<file path="src/rtl/fir_coeff_scheduler.sv">
// ---------------------------------------------------------------------------
// fir_coeff_scheduler
//
// Purpose:
//   Sequences coefficient-set changes for the reconfigurable FIR. Sits in
//   front of the FIR's input AXI-Stream slave and owns the FIR's coeff_sel.
//   Two requesters (PS register path on req0, demod controller on req1)
//   submit coefficient-set selections, which are arbitrated round-robin.
//   A selection is only applied between packets. After a real change the
//   input stream is held off for SETTLE_CYCLES cycles while the FIR reloads
//   its taps.
//
// Ports:
//   aclk, areset           clock, synchronous active-high reset
//   req0_valid/sel/ready   requester 0 selection; ready is a one-cycle accept
//   req1_valid/sel/ready   requester 1 selection; ready is a one-cycle accept
//   s_axis_*               upstream AXI-Stream slave (samples in)
//   m_axis_*               AXI-Stream master towards the FIR's s00 port
//   coeff_sel              registered coefficient-set select to the FIR
//   busy                   high while the FIR is settling after a change
//   switch_count           number of effective switches, wraps 255 -> 0
// ---------------------------------------------------------------------------
module fir_coeff_scheduler #(
    parameter int DATA_WIDTH      = 16,
    parameter int COEFF_SEL_WIDTH = 4,
    parameter int DEFAULT_SEL     = 0,
    parameter int SETTLE_CYCLES   = 4
) (
    input  logic                       aclk,
    input  logic                       areset,

    input  logic                       req0_valid,
    input  logic [COEFF_SEL_WIDTH-1:0] req0_sel,
    output logic                       req0_ready,
    input  logic                       req1_valid,
    input  logic [COEFF_SEL_WIDTH-1:0] req1_sel,
    output logic                       req1_ready,

    input  logic                       s_axis_tvalid,
    input  logic [DATA_WIDTH-1:0]      s_axis_tdata,
    input  logic                       s_axis_tlast,
    output logic                       s_axis_tready,

    output logic                       m_axis_tvalid,
    output logic [DATA_WIDTH-1:0]      m_axis_tdata,
    output logic                       m_axis_tlast,
    input  logic                       m_axis_tready,

    output logic [COEFF_SEL_WIDTH-1:0] coeff_sel,
    output logic                       busy,
    output logic [7:0]                 switch_count
);

    localparam int CNT_W = (SETTLE_CYCLES > 1) ? $clog2(SETTLE_CYCLES) : 1;
    localparam logic [CNT_W-1:0] SETTLE_LAST = CNT_W'(SETTLE_CYCLES - 1);
    localparam logic [COEFF_SEL_WIDTH-1:0] SEL_RESET = COEFF_SEL_WIDTH'(DEFAULT_SEL);

    typedef enum logic [1:0] {
        ST_IDLE   = 2'd0,
        ST_PKT    = 2'd1,
        ST_SWITCH = 2'd2
    } state_t;

    state_t                     r_state;
    logic                       r_ptr;          // 0: favour req0, 1: favour req1
    logic [COEFF_SEL_WIDTH-1:0] r_coeff_sel;
    logic [7:0]                 r_switch_count;
    logic [CNT_W-1:0]           r_settle;
    logic                       r_busy;

    logic                       w_idle;
    logic                       w_grant0;
    logic                       w_grant1;
    logic                       w_grant;
    logic                       w_gate;
    logic                       w_beat;
    logic [COEFF_SEL_WIDTH-1:0] w_sel;

    // Grants only happen between packets. With both requesters pending the
    // pointer decides; a lone requester is granted regardless of the pointer.
    assign w_idle   = (r_state == ST_IDLE);
    assign w_grant0 = w_idle & req0_valid & (~req1_valid | ~r_ptr);
    assign w_grant1 = w_idle & req1_valid & (~req0_valid |  r_ptr);
    assign w_grant  = w_grant0 | w_grant1;
    assign w_sel    = w_grant1 ? req1_sel : req0_sel;

    // The stream is blocked during settling and also in the grant cycle
    // itself, so a grant always wins over a same-cycle data beat and no
    // sample can slip through under the old coefficient set.
    assign w_gate = (r_state != ST_SWITCH) & ~w_grant;
    assign w_beat = s_axis_tvalid & m_axis_tready & w_gate;

    assign m_axis_tvalid = s_axis_tvalid & w_gate;
    assign s_axis_tready = m_axis_tready & w_gate;
    assign m_axis_tdata  = s_axis_tdata;
    assign m_axis_tlast  = s_axis_tlast;

    assign req0_ready   = w_grant0;
    assign req1_ready   = w_grant1;
    assign coeff_sel    = r_coeff_sel;
    assign busy         = r_busy;
    assign switch_count = r_switch_count;

    // Main sequencer. Packet tracking, arbitration pointer, coefficient
    // select and settle timing all advance together here. After every grant
    // the pointer moves to the other requester so a requester that keeps
    // asking cannot starve its peer.
    always_ff @(posedge aclk) begin
        if (areset) begin
            r_state        <= ST_IDLE;
            r_ptr          <= 1'b0;
            r_coeff_sel    <= SEL_RESET;
            r_switch_count <= 8'd0;
            r_settle       <= '0;
            r_busy         <= 1'b0;
        end else begin
            case (r_state)
                ST_IDLE: begin
                    if (w_grant) begin
                        r_ptr <= w_grant0;
                        if (w_sel != r_coeff_sel) begin
                            r_coeff_sel    <= w_sel;
                            r_switch_count <= r_switch_count + 8'd1;
                            r_settle       <= '0;
                            r_busy         <= 1'b1;
                            r_state        <= ST_SWITCH;
                        end
                    end else if (w_beat && !s_axis_tlast) begin
                        r_state <= ST_PKT;
                    end
                end
                ST_PKT: begin
                    if (w_beat && s_axis_tlast) begin
                        r_state <= ST_IDLE;
                    end
                end
                ST_SWITCH: begin
                    if (r_settle == SETTLE_LAST) begin
                        r_settle <= '0;
                        r_busy   <= 1'b0;
                        r_state  <= ST_IDLE;
                    end else begin
                        r_settle <= r_settle + CNT_W'(1);
                    end
                end
                default: begin
                    r_settle <= '0;
                    r_busy   <= 1'b0;
                    r_state  <= ST_IDLE;
                end
            endcase
        end
    end

endmodule

</file>
<file path="config.mk">
export PLATFORM = sky130hd
export DESIGN_NAME = fir_coeff_scheduler
export DESIGN_NICKNAME = d
export VERILOG_FILES = /design/src/rtl/fir_coeff_scheduler.sv
export SDC_FILE = /design/constraint.sdc
export NUM_CORES = 1
export LEC_CHECK = 0
export ABC_AREA = 1
export CAP_MARGIN = 20
export CORE_MARGIN = 2
export CORE_UTILIZATION = 39
export CTS_BUF_LIST = sky130_fd_sc_hd__clkbuf_16
export CTS_CLUSTER_DIAMETER = 100
export DETAILED_ROUTE_END_ITERATION = 8
export GPL_ROUTABILITY_DRIVEN = 1
export PLACE_DENSITY_LB_ADDON = 0.1
export SLEW_MARGIN = 10
export SYNTH_ARGS = -nofsm -noshare
export SYNTH_HDL_FRONTEND = slang
export SYNTH_SLANG_ARGS = --single-unit
</file>
<file path="constraint.sdc">
create_clock -name aclk -period 1.75 [get_ports aclk]
set_input_delay 0.175 -clock aclk [delete_from_list [all_inputs] [get_ports aclk]]
set_output_delay 0.175 -clock aclk [all_outputs]
set_load 0.02 [all_outputs]
</file>
* Word-level counts from Yosys, hierarchy flattened
Index checks and enable logic that the tools add are counted.
** Storage, ports and cells
- Register bits :: 18
- Input port bits :: 31
- Output and inout port bits :: 34
- Logic and storage cells :: 60
** Cells by class
- Add/subtract/negate cells :: 2
- Equality and inequality tests :: 11
- Mux-type cells :: 15
- Bitwise operators :: 17
- Reductions and logical operators :: 9
** Operator list (count)
- $mux 2 :: 8
- $pmux 2 s3 :: 2
- $and 1x1->1 :: 9
- $add 8x1->8 const B :: 1
- $reduce_and 4->1 :: 2
- $ne 2x2->1 const B :: 3
- $reduce_and 3->1 :: 2
- $not 1->1 :: 5
- $eq 2x2->1 const B :: 2
- $mux 4 :: 1
- $ne 2x1->1 const B :: 2
- $ne 4x4->1 :: 1
- $mux 1 :: 3
- $ne 3x1->1 const B :: 1
- $ne 3x2->1 const B :: 1
- $or 1x1->1 :: 3
- $pmux 1 s3 :: 1
- $add 2x1->2 const B :: 1
- $eq 2x1->1 const B :: 1
- $logic_and 1x1->1 :: 2
- $logic_not 2->1 :: 1
- $reduce_and 2->1 :: 1
- $logic_not 1->1 :: 1

* Depth between registers and ports, before layout
Gate-level depths: netlist (run 1).
- Word-level depth :: 11
- Gate-level depth with buffers :: 13
- Mapped depth without buffers :: 13

* Least setup slack after synthesis (run 1)
Ideal clock, no wire load.
- Path kind :: register -> register
- From :: reg r_state[1]
- To :: reg r_switch_count[0] (netlist: switch_count[0])
- Library setup time :: 0.115 ns
- Arrival :: 1.470 ns
- Data required time :: 1.635 ns
- Setup slack :: 0.164 ns
- Stages on the path, launching flop included :: 12
- Path buffers :: 1
- Path through :: dfxtp_1 -> nor2_4 -> nand3_4 -> nand2_2 -> nand2_1 -> nand2_1 -> nand2_1 -> nor2_4 -> nand2_4 -> buf_2 -> a21oi_1 -> nor2_1
** On the way
- Word-level cells in the longest chain between the ends :: 6
** Ends and longest elaborated chain
- start: declaration :: line 64 : state_t r_state;
- start signal: assignment :: line 110 : r_state <= ST_IDLE;
- start signal: assignment :: line 126 : r_state <= ST_SWITCH;
- start signal: assignment :: line 129 : r_state <= ST_PKT;
- $logic_not 2->1 * :: line 81, 117
- $and 1x1->1 (2 in a row) :: line 83 : assign w_grant1 = w_idle & req1_valid & (~req0_valid | r_ptr);
- $mux 4 :: line 85 : assign w_sel = w_grant1 ? req1_sel : req0_sel;
- $ne 4x4->1 :: line 121 : if (w_sel != r_coeff_sel) begin
- $reduce_and 3->1 (no line) *
- end signal: assignment :: line 123 : r_switch_count <= r_switch_count + 8'd1;
- end: declaration :: line 67 : logic [7:0] r_switch_count;
Mark *: on every way between the ends. The rest lies on a longest branch, timed or not.
A chain may end at the register's enable or synchronous reset.

* Worst setup path after layout (run 1)
- From :: reg r_state[1]
- To :: reg r_switch_count[6] (netlist: switch_count[6])
Same word-level chain as after synthesis.

==> results of run 1 <==
## worst max-delay path by stage
stage / from / end / slack, ps / depth (start not counted)
after global routing: r_state[1]$_SDFFE_PP0P_ / switch_count[6]$_SDFFE_PP0P_ / -100 / 12
after floorplan: r_state[1]$_SDFFE_PP0P_ / switch_count[0]$_SDFFE_PP0P_ / 160 / 11
after detailed placement: req1_valid / s_axis_tready / -270 / 8
after CTS: req1_valid / s_axis_tready / 6 / 8
after global placement: req1_valid / m_axis_tvalid / -220 / 8
final: r_state[1]$_SDFFE_PP0P_ / switch_count[6]$_SDFFE_PP0P_ / 40 / 12
## critical path: cells and delay by family, from the launching register on
kind            cells  cell delay [ps]
buf+inv             3              380
compound gates      1              140
flops               1              330
simple gates        8              800
## final cells by class
| cell class | count | area share |
|---|---|---|
| clock buffer | 3 | 0.0404 |
| timing repair buffer | 58 | 0.293 |
| sequential | 18 | 0.195 |
| tap | 44 | 0.0296 |
| multi-input combinational | 120 | 0.393 |
| inverter | 23 | 0.0464 |
| clock inverter | 1 | 0.00202 |
## flip-flops by register name, indices dropped and copies added (netlist names)
register,flops
r_settle,2
switch_count,8
r_ptr,1
r_state,2
coeff_sel,4
busy,1
## kinds of logic after synthesis
family                   Yosys count  share of synthesized area
AO/OA/AOI/OAI                     21                     0.0873
XOR/XNOR                           6                     0.0426
adder cells (fa/ha/maj)            2                     0.0203
buffers and inverters             45                      0.198
flip-flops                        18                      0.292
AND/OR/NAND/NOR                   90                      0.359
## where the power goes
part / total, W / internal [W] / switching, W
registers: 0.000494 / 0.000455 / 0.0000389
clock network: 0.000451 / 0.000303 / 0.000147
logic: 0.000664 / 0.000311 / 0.000353
total: 0.00161 / 0.00107 / 0.000539
## stage by stage
step,instance area [um2],hold WS [ps],power [W],setup TNS [ps]
3_5_place_dp,1580,350,0.00104,-3450
2_1_floorplan,1230,244,0.000875,0
3_3_place_gp,1580,350,0.00104,-2840
6_report,1860,350,0.00161,0
5_1_grt,1860,350,0.00172,-1020
4_1_cts,1660,350,0.00149,0
## layout by cell type (no fill, tap or decap), types with 3 or more instances in the layout
cell type,count
a21oi_1,15
a21oi_2,3
buf_4,19
buf_6,4
clkbuf_16,3
clkbuf_2,3
clkdlybuf4s50_1,26
dfxtp_1,16
inv_1,23
nand2_1,34
nand2_2,7
nand3_1,14
nand3_2,9
nand4_1,9
nor2_1,10
nor2_4,3
xnor2_1,4
## cell usage after synthesis
cell type  number
nand2_1        39
inv_1          23
nand3_1        23
a21oi_1        18
dfxtp_1        18
buf_4          17
nor2_1         10
nand4_1         9
xnor2_1         4
buf_2           3
ha_1            2
nand2_2         2
nand2_4         2
nor2_4          2
o21ai_0         2
xor2_1          2
buf_6           1
clkbuf_1        1
nand3_4         1
nor2_2          1
o211ai_1        1
or2_2           1
## timing repair
item                                    in CTS  in global routing
gates resized for setup                      4                 33
pin swaps                                    0                 12
endpoints found under the setup margin       4                 17
setup buffers                                0                 10
gates cloned                                 0                  1
## routing by layer
metal / global-route usage / up-vias
met5: 0 / -
met2: 0.261 / 49
met4: 0.0476 / 0
li1: - / 655
met1: 0.195 / 563
met3: 0.0671 / 8
==> metrics.cfg, run 1 <==
[outcome]
status = complete, no violations

[worst_setup_path]
r2r_setup_slack_ps = 40
critPathKind = flop to flop
critPathLaunchType = flop
slowest_delay_ps = 330
crit_fanout = 7
r2r_start = r_state[1]$_SDFFE_PP0P_
r2r_cells = 12
worstReg2RegEnd = switch_count[6]$_SDFFE_PP0P_
crit_path_end_kind = flop
path_cells = nor2_4, nand3_4, buf_4, nand2_1, nand3_1, nand2_2, nor2_4, nand2_4, buf_6, buf_12, nand3_1, a21oi_1
worstPathRequired_ps = 1930
cp.arrival_ps = 1890
crit_path_top_delay_cell = dfxtp_2

[timing]
min_period_over_period = 0.976
finalClockSkew_ps = 1.46
rsz0062_at_grt = true
finalSetupViolations = 0
slew_headroom = 0.804
hold_viol_final = 0
drv_slew = 0
max_freq_mhz = 586
fin_ws_ps = 42.5
layout_min_cycle_time_ps = 1710
worst_slew_pin_slew_ps = 293

[floorplanning]
die_h_um = 60.2
die_w_um = 60.2
core_area_um2 = 3030
die-area_um2 = 3630
start_util = 0.407
rows = 20
io_pins = 65

[clocking]
clk_latency_ps = 250
root_buffer = clkbuf_16
clk_pin_slew_ps = 50
clock_sinks = 18
cts_buffers = 3
clockBufferDepth = 2
cts_tree = done
htreeDepth = 1
ctsHoldBuffers = 0

[route]
dr_total_vias = 1275
wirelength_mm = 3.13
vias_per_cell = 4.78
dr.pass1.iters = 4
route.top_layer_used = met4
dr.first_iter.drc_count = 20
avgRoutedWirePerCell_um = 11.7
drc = 0
wl_met1_mm = 1.26
dr_wl_met2_mm = 1.61
ant_nets = 0
dr_wl_met3_um = 197

[worst_hold_path]
hold_end = m_axis_tdata[10]
hold-path-cell-count = 0
holdCritPathClass = input pin to output pin
hold_start = s_axis_tdata[10]

[job]
drv_cap = 0

[synth]
avgSynthCellArea_um2 = 6.77
synth_top_cell_by_area = dfxtp_1
syn_inst = 182
synth.area.top_cells = dfxtp_1 29%, nand2_1 12%, buf_4 10%
yosysSeqAreaShare = 0.292
syn_nets = 215
synth.cell_area_um2 = 1230
yosysTopAreaCellShare = 0.292
yosysWarnings = 0
synth_cell_type_count = 22
ys_seq_elements = 18

[power_and_ir_drop]
pwr_density_cell_nw_per_um2 = 865
vdd_ir_drop_max_uv = 588
leakage_nw = 0.837

[placement]
placed_cells = 252
gp_congestion = 0.782
portBuffers = 32
dp_hpwl_mm = 2.06
pre_cts_ws_ps = -271

[finish]
antenna_cells = 0
fin_util = 0.614
regArea_um2 = 363
stdcell_count = 267
nFillCells = 287
area_delta_synth_final_pct = 50.9
multi_input_area_um2 = 731
nets = 257
layout-drive-gt1-share = 0.269

[global_route]
grt_pass1_vias = 1070
antenna_found_initial = 0
grt_max_degree = 16
grt_pass1_wl_mm = 4.50
overflow = 0
grt_usage = 0.162

Note: power is estimated with default switching activity, not from simulation.
==> run 2, diff against run 1 <==
--- a/config.mk
+++ b/config.mk
@@ -7,7 +7,7 @@
 export LEC_CHECK = 0
 export ABC_AREA = 1
 export CAP_MARGIN = 20
-export CORE_MARGIN = 2
+export CORE_MARGIN = 1
 export CORE_UTILIZATION = 39
 export CTS_BUF_LIST = sky130_fd_sc_hd__clkbuf_16
 export CTS_CLUSTER_DIAMETER = 100
==> run 2 against run 1 <==
Flip-flop and latch count unchanged. Via count down 2.7%. Worst setup slack better by 36 ps. Critical path depth down 5. Clock skew up 3.0 ps. Combinational power down 6.5%. First-iteration DRC count up 85%. Largest power group unchanged.
==> metrics.cfg, run 2 (synthesis results as in run 1) <==
[timing]
min_period_over_period = 0.955
drv_slew = 0
finalClockSkew_ps = 4.50
fin_hold_ws_ps = 350
layout_min_cycle_time_ps = 1670
finalSetupViolations = 0
hold_viol_final = 0
max_freq_mhz = 598
slew_headroom = 0.799
rsz0062_at_grt = true
setup_tns_ps = 0
worst_slew_pin_slew_ps = 300

[route]
dr_total_vias = 1240
wl_met1_mm = 1.30
drc = 0
wirelength_mm = 2.96
dr_wl_met2_mm = 1.49
route.top_layer_used = met4
dr.first_iter.drc_count = 37
dr_wl_met3_um = 137
avgRoutedWirePerCell_um = 11.3
ant_nets = 0
dr.pass1.iters = 4
vias_per_cell = 4.75

[worst_setup_path]
cp_common_cell = nand2_1
worstReg2RegEnd = switch_count[1]$_SDFFE_PP0P_
crit_fanout = 2
slowest_delay_ps = 350
r2r_start = r_state[1]$_SDFFE_PP0P_
crit_path_end_kind = output pin
cp.arrival_ps = 1500
crit_path_top_delay_cell = dfxtp_1
worstPathRequired_ps = 1570
path_cells = inv_2, o211ai_1, nand2_1, inv_1, nand2_1, nor2_1, clkdlybuf4s15_1
r2r_cells = 10
r2r_setup_slack_ps = 90
critPathLaunchType = flop
critPathKind = flop to output pin

[clocking]
root_buffer = clkbuf_16
cts_tree = done
clockBufferDepth = 2
clk_pin_slew_ps = 50
clk_latency_ps = 250
cts_buffers = 3
htreeDepth = 1
clock_sinks = 18

[finish]
area_delta_synth_final_pct = 43.1
antenna_cells = 0
nets = 251
final_common_cell = nand2_1
layout_common_cells = 34 x nand2_1, 26 x clkdlybuf4s50_1, 22 x inv_1
fin_area_um2 = 1760
stdcell_count = 261
largest_reg_flops = 8
layout-drive-gt1-share = 0.207

[global_route]
antenna_found_initial = 0
grt_pass1_wl_mm = 4.89
grt_pass1_vias = 1159
overflow = 0
grt_max_degree = 16
grt_usage = 0.184

[power_and_ir_drop]
total_power_w = 0.00157
comb_power_share = 0.395
power_frac_seq = 0.313
vdd_ir_drop_max_uv = 545
p_sw_w = 0.000534
p_clk_frac = 0.292
leakage_nw = 0.797
p_int_w = 0.00104
sw_frac_of_total = 0.339
pwr_density_cell_nw_per_um2 = 892

[placement]
dpl_cell_area_um2 = 1580
dp_hpwl_mm = 2.15
gp_congestion = 0.750
placed_cells = 252
portBuffers = 32

[worst_hold_path]
hold_end = m_axis_tdata[8]
holdCritPathClass = input pin to output pin
hold-path-cell-count = 0
hold_start = s_axis_tdata[8]

[floorplanning]
die_w_um = 58.2
core_area_um2 = 3030
start_util = 0.407
rows = 20
die_h_um = 58.2
die-area_um2 = 3390
io_pins = 65

[job]
drv_cap = 0

[outcome]
status = complete, no violations

run 2: changes by cell type in the layout (fill, tap and decap cells not counted), sizes merged:
cell and change:
buf -6, clkdlybuf4s15 +1, nand2 +1, clkbuf -2
run 2: critical path: cells and delay by family, from the launching register on:
kind / cells / cell delay, ps
DFF: 1 / 350
buffers and inverters: 3 / 430
and+or+nand+nor: 3 / 250
AOI/OAI and AO/OA: 1 / 210
run 2: cell type report:
| cell class | instances | area (um2) |
|---|---|---|
| clock buffer | 3 | 75.1 |
| clock inverter | 1 | 3.75 |
| fill | 307 | 1260 |
| inverter | 23 | 86.3 |
| multi-input combinational | 121 | 701 |
| sequential | 18 | 363 |
| tap | 44 | 55.1 |
| timing repair buffer | 51 | 480 |
run 2: worst max-delay path by stage:
stage,startpoint,to,slack (ps)
floorplan,r_state[1]$_SDFFE_PP0P_,switch_count[0]$_SDFFE_PP0P_,160
global placement,req1_valid,m_axis_tvalid,-220
detailed placement,req1_valid,m_axis_tvalid,-250
CTS,req1_valid,m_axis_tvalid,30
global route,r_state[1]$_SDFFE_PP0P_,r_settle[0]$_SDFFE_PP0P_,-60
finish,r_ptr$_SDFFE_PP0P_,s_axis_tready,80
run 2: timing repair:
item,in CTS,in global routing
gates cloned,0,2
pin swaps,0,7
hold buffers,0,0
resized for setup,4,21
buffers inserted,0,3
endpoints found under the setup margin,4,16
run 2: power groups by stage:
stage                     registers (W)  clock network (W)  logic (W)
final                          0.000493           0.000460   0.000621
after global routing           0.000501           0.000480   0.000689
after CTS                      0.000492           0.000468   0.000540
after detailed placement       0.000501                  0   0.000547
after global placement         0.000499                  0   0.000538
after floorplan                0.000528                  0   0.000347
run 2: per-stage QoR:
stage / util / setup slack (ps)
6_report: 0.583 / 78.8
5_1_grt: 0.583 / -59.8
4_1_cts: 0.547 / 25.3
3_5_place_dp: 0.523 / -252
3_3_place_gp: 0.523 / -223
2_1_floorplan: - / 164
run 2: routing by layer:
layer,vias up,global-route usage
met3,7,0.0580
met1,550,0.222
met5,-,0
met2,39,0.317
met4,0,0.0442
li1,644,-
==> run 3, diff against run 2 <==
--- a/config.mk
+++ b/config.mk
@@ -7,7 +7,7 @@
 export LEC_CHECK = 0
 export ABC_AREA = 1
 export CAP_MARGIN = 20
-export CORE_MARGIN = 1
+export CORE_MARGIN = 10
 export CORE_UTILIZATION = 39
 export CTS_BUF_LIST = sky130_fd_sc_hd__clkbuf_16
 export CTS_CLUSTER_DIAMETER = 100
==> run 3 against run 2 <==
Clock skew shrank 3.3 ps. Non-clock buffer count grew 1. Fmax up 1.1%. Worst hold slack is essentially flat. Sequential share of layout area hardly changed. Cell area shrank 0.14%. Via count grew 2.8%. Sequential power about the same.
==> metrics.cfg, run 3 (synthesis results as in run 1) <==
[worst_setup_path]
crit_path_end_kind = flop
cp_common_cell = nand2_2
r2r_cells = 11
critical_path_buf_inv_count = 2
critPathLaunchType = flop
slowest_delay_ps = 330
cp_top_family = simple AND/OR/NAND/NOR gates
r2r_start = r_state[1]$_SDFFE_PP0P_
path_cells = nor2_4, buf_6, nand4_1, nand2_2, nand2_2, nand2_2, nor2_4, nand2_4, buf_6, nand3_1, a21oi_2
cp.arrival_ps = 1830
crit_path_top_delay_cell = dfxtp_2
worstPathRequired_ps = 1930
crit_fanout = 5
r2r_setup_slack_ps = 100
critPathKind = flop to flop
worstReg2RegEnd = coeff_sel[2]$_SDFFE_PP0P_

[power_and_ir_drop]
p_int_w = 0.00104
sw_frac_of_total = 0.332
p_clk_frac = 0.291
comb_power_share = 0.391
p_sw_w = 0.000514
vdd_ir_drop_max_uv = 552
pwr_density_cell_nw_per_um2 = 881
leakage_nw = 0.796
power_frac_seq = 0.318

[job]
drv_cap = 0

[clocking]
clk_pin_slew_ps = 50
cts_tree = done
cts_buffers = 3
root_buffer = clkbuf_16
ctsHoldBuffers = 0
htreeDepth = 1
clk_latency_ps = 250
clock_sinks = 18
clockBufferDepth = 2

[floorplanning]
core_area_um2 = 3030
die_h_um = 76.2
io_pins = 65
rows = 20
die_w_um = 76.2
die-area_um2 = 5810
start_util = 0.407

[worst_hold_path]
hold_end = m_axis_tdata[13]
holdCritPathClass = input pin to output pin
hold-path-cell-count = 0
hold_start = s_axis_tdata[13]

[global_route]
overflow = 0
grt_pass1_wl_mm = 5.36
antenna_found_initial = 0
grt_max_degree = 16
grt_pass1_vias = 1167
grt_usage = 0.106

[timing]
layout_min_cycle_time_ps = 1650
max_freq_mhz = 605
finalSetupViolations = 0
drv_slew = 0
worst_slew_pin_slew_ps = 261
rsz0062_at_grt = true
finalClockSkew_ps = 1.24
fin_hold_ws_ps = 350
slew_headroom = 0.825
min_period_over_period = 0.945
hold_viol_final = 0
fin_ws_ps = 97.0
setup_tns_ps = 0

[finish]
stdcell_count = 260
area_delta_synth_final_pct = 42.9
antenna_cells = 0
nets = 250
nFillCells = 308
final_common_cell = nand2_1
largest_reg_flops = 8
layout-drive-gt1-share = 0.222
layout_common_cells = 33 x nand2_1, 26 x clkdlybuf4s50_1, 22 x inv_1
fin_util = 0.582

[route]
vias_per_cell = 4.90
wirelength_mm = 3.24
drc = 0
dr_total_vias = 1275
ant_nets = 0
avgRoutedWirePerCell_um = 12.5
dr.pass1.iters = 5
dr.first_iter.drc_count = 28

[placement]
dp_hpwl_mm = 2.41
gp_congestion = 0.783
pre_cts_ws_ps = -271
placed_cells = 252
portBuffers = 32

[outcome]
status = complete, no violations

==> run 3: layer usage <==
| metal | wire length, um | share of wire | global-route usage | up-vias |
|---|---|---|---|---|
| met3 | 239 | 0.074 | 0.0590 | 4 |
| met2 | 1650 | 0.51 | 0.174 | 43 |
| met5 | 0 | 0 | 0 | - |
| met1 | 1330 | 0.41 | 0.116 | 583 |
| met4 | 20 | 0.0062 | 0.0279 | 0 |
| li1 | - | - | - | 645 |
==> run 3: power by group through the flow <==
stage | sequential [W] | combinational, W | clock (W)
floorplan | 0.000528 | 0.000347 | 0
global placement | 0.000499 | 0.000542 | 0
detailed placement | 0.000501 | 0.000550 | 0
CTS | 0.000492 | 0.000542 | 0.000466
global route | 0.000502 | 0.000671 | 0.000486
finish | 0.000494 | 0.000607 | 0.000451
==> run 3: what timing repair did <==
action                     4_1_cts  5_1_grt
setup endpoints to repair        4       17
buffers inserted                 0        4
pin swaps                        0       10
gates resized for setup          4       30
hold endpoints to repair         0        0
==> run 3: area by class of cell <==
cell class	instances	area, um2	area share
clock inverters	1	3.75	0.00213
repair buffers	52	487	0.276
inverters	23	86.3	0.0490
clock buffers	3	75.1	0.0426
flip-flops and latches	18	363	0.206
well taps	44	55.1	0.0312
multi-input cells	119	692	0.393
==> run 3: how the worst max path moves through the flow <==
stage / start / endpoint / slack [ps] / cells past startpoint
6_report: r_state[1]$_SDFFE_PP0P_ / coeff_sel[2]$_SDFFE_PP0P_ / 100 / 11
5_1_grt: r_state[1]$_SDFFE_PP0P_ / coeff_sel[2]$_SDFFE_PP0P_ / -40 / 10
4_1_cts: req1_valid / s_axis_tready / 7 / 8
3_5_place_dp: req1_valid / s_axis_tready / -270 / 8
3_3_place_gp: req1_valid / m_axis_tvalid / -230 / 8
2_1_floorplan: r_state[1]$_SDFFE_PP0P_ / switch_count[0]$_SDFFE_PP0P_ / 160 / 11
==> run 3: worst register-to-register path, cell delays in order, from the launching register on <==
cell and delay (ps):
dfxtp_2 330, nor2_4 170, buf_6 130, nand4_1 140, nand2_2 130, nand2_2 60
nand2_2 70, nor2_4 60, nand2_4 120, buf_6 130, nand3_1 90, a21oi_2 170
==> run 3: per-stage QoR <==
step	instance area (um2)	power [W]
floorplan	1230	0.000875
global placement	1580	0.00104
detailed placement	1580	0.00105
CTS	1660	0.00150
global route	1760	0.00166
finish	1760	0.00155
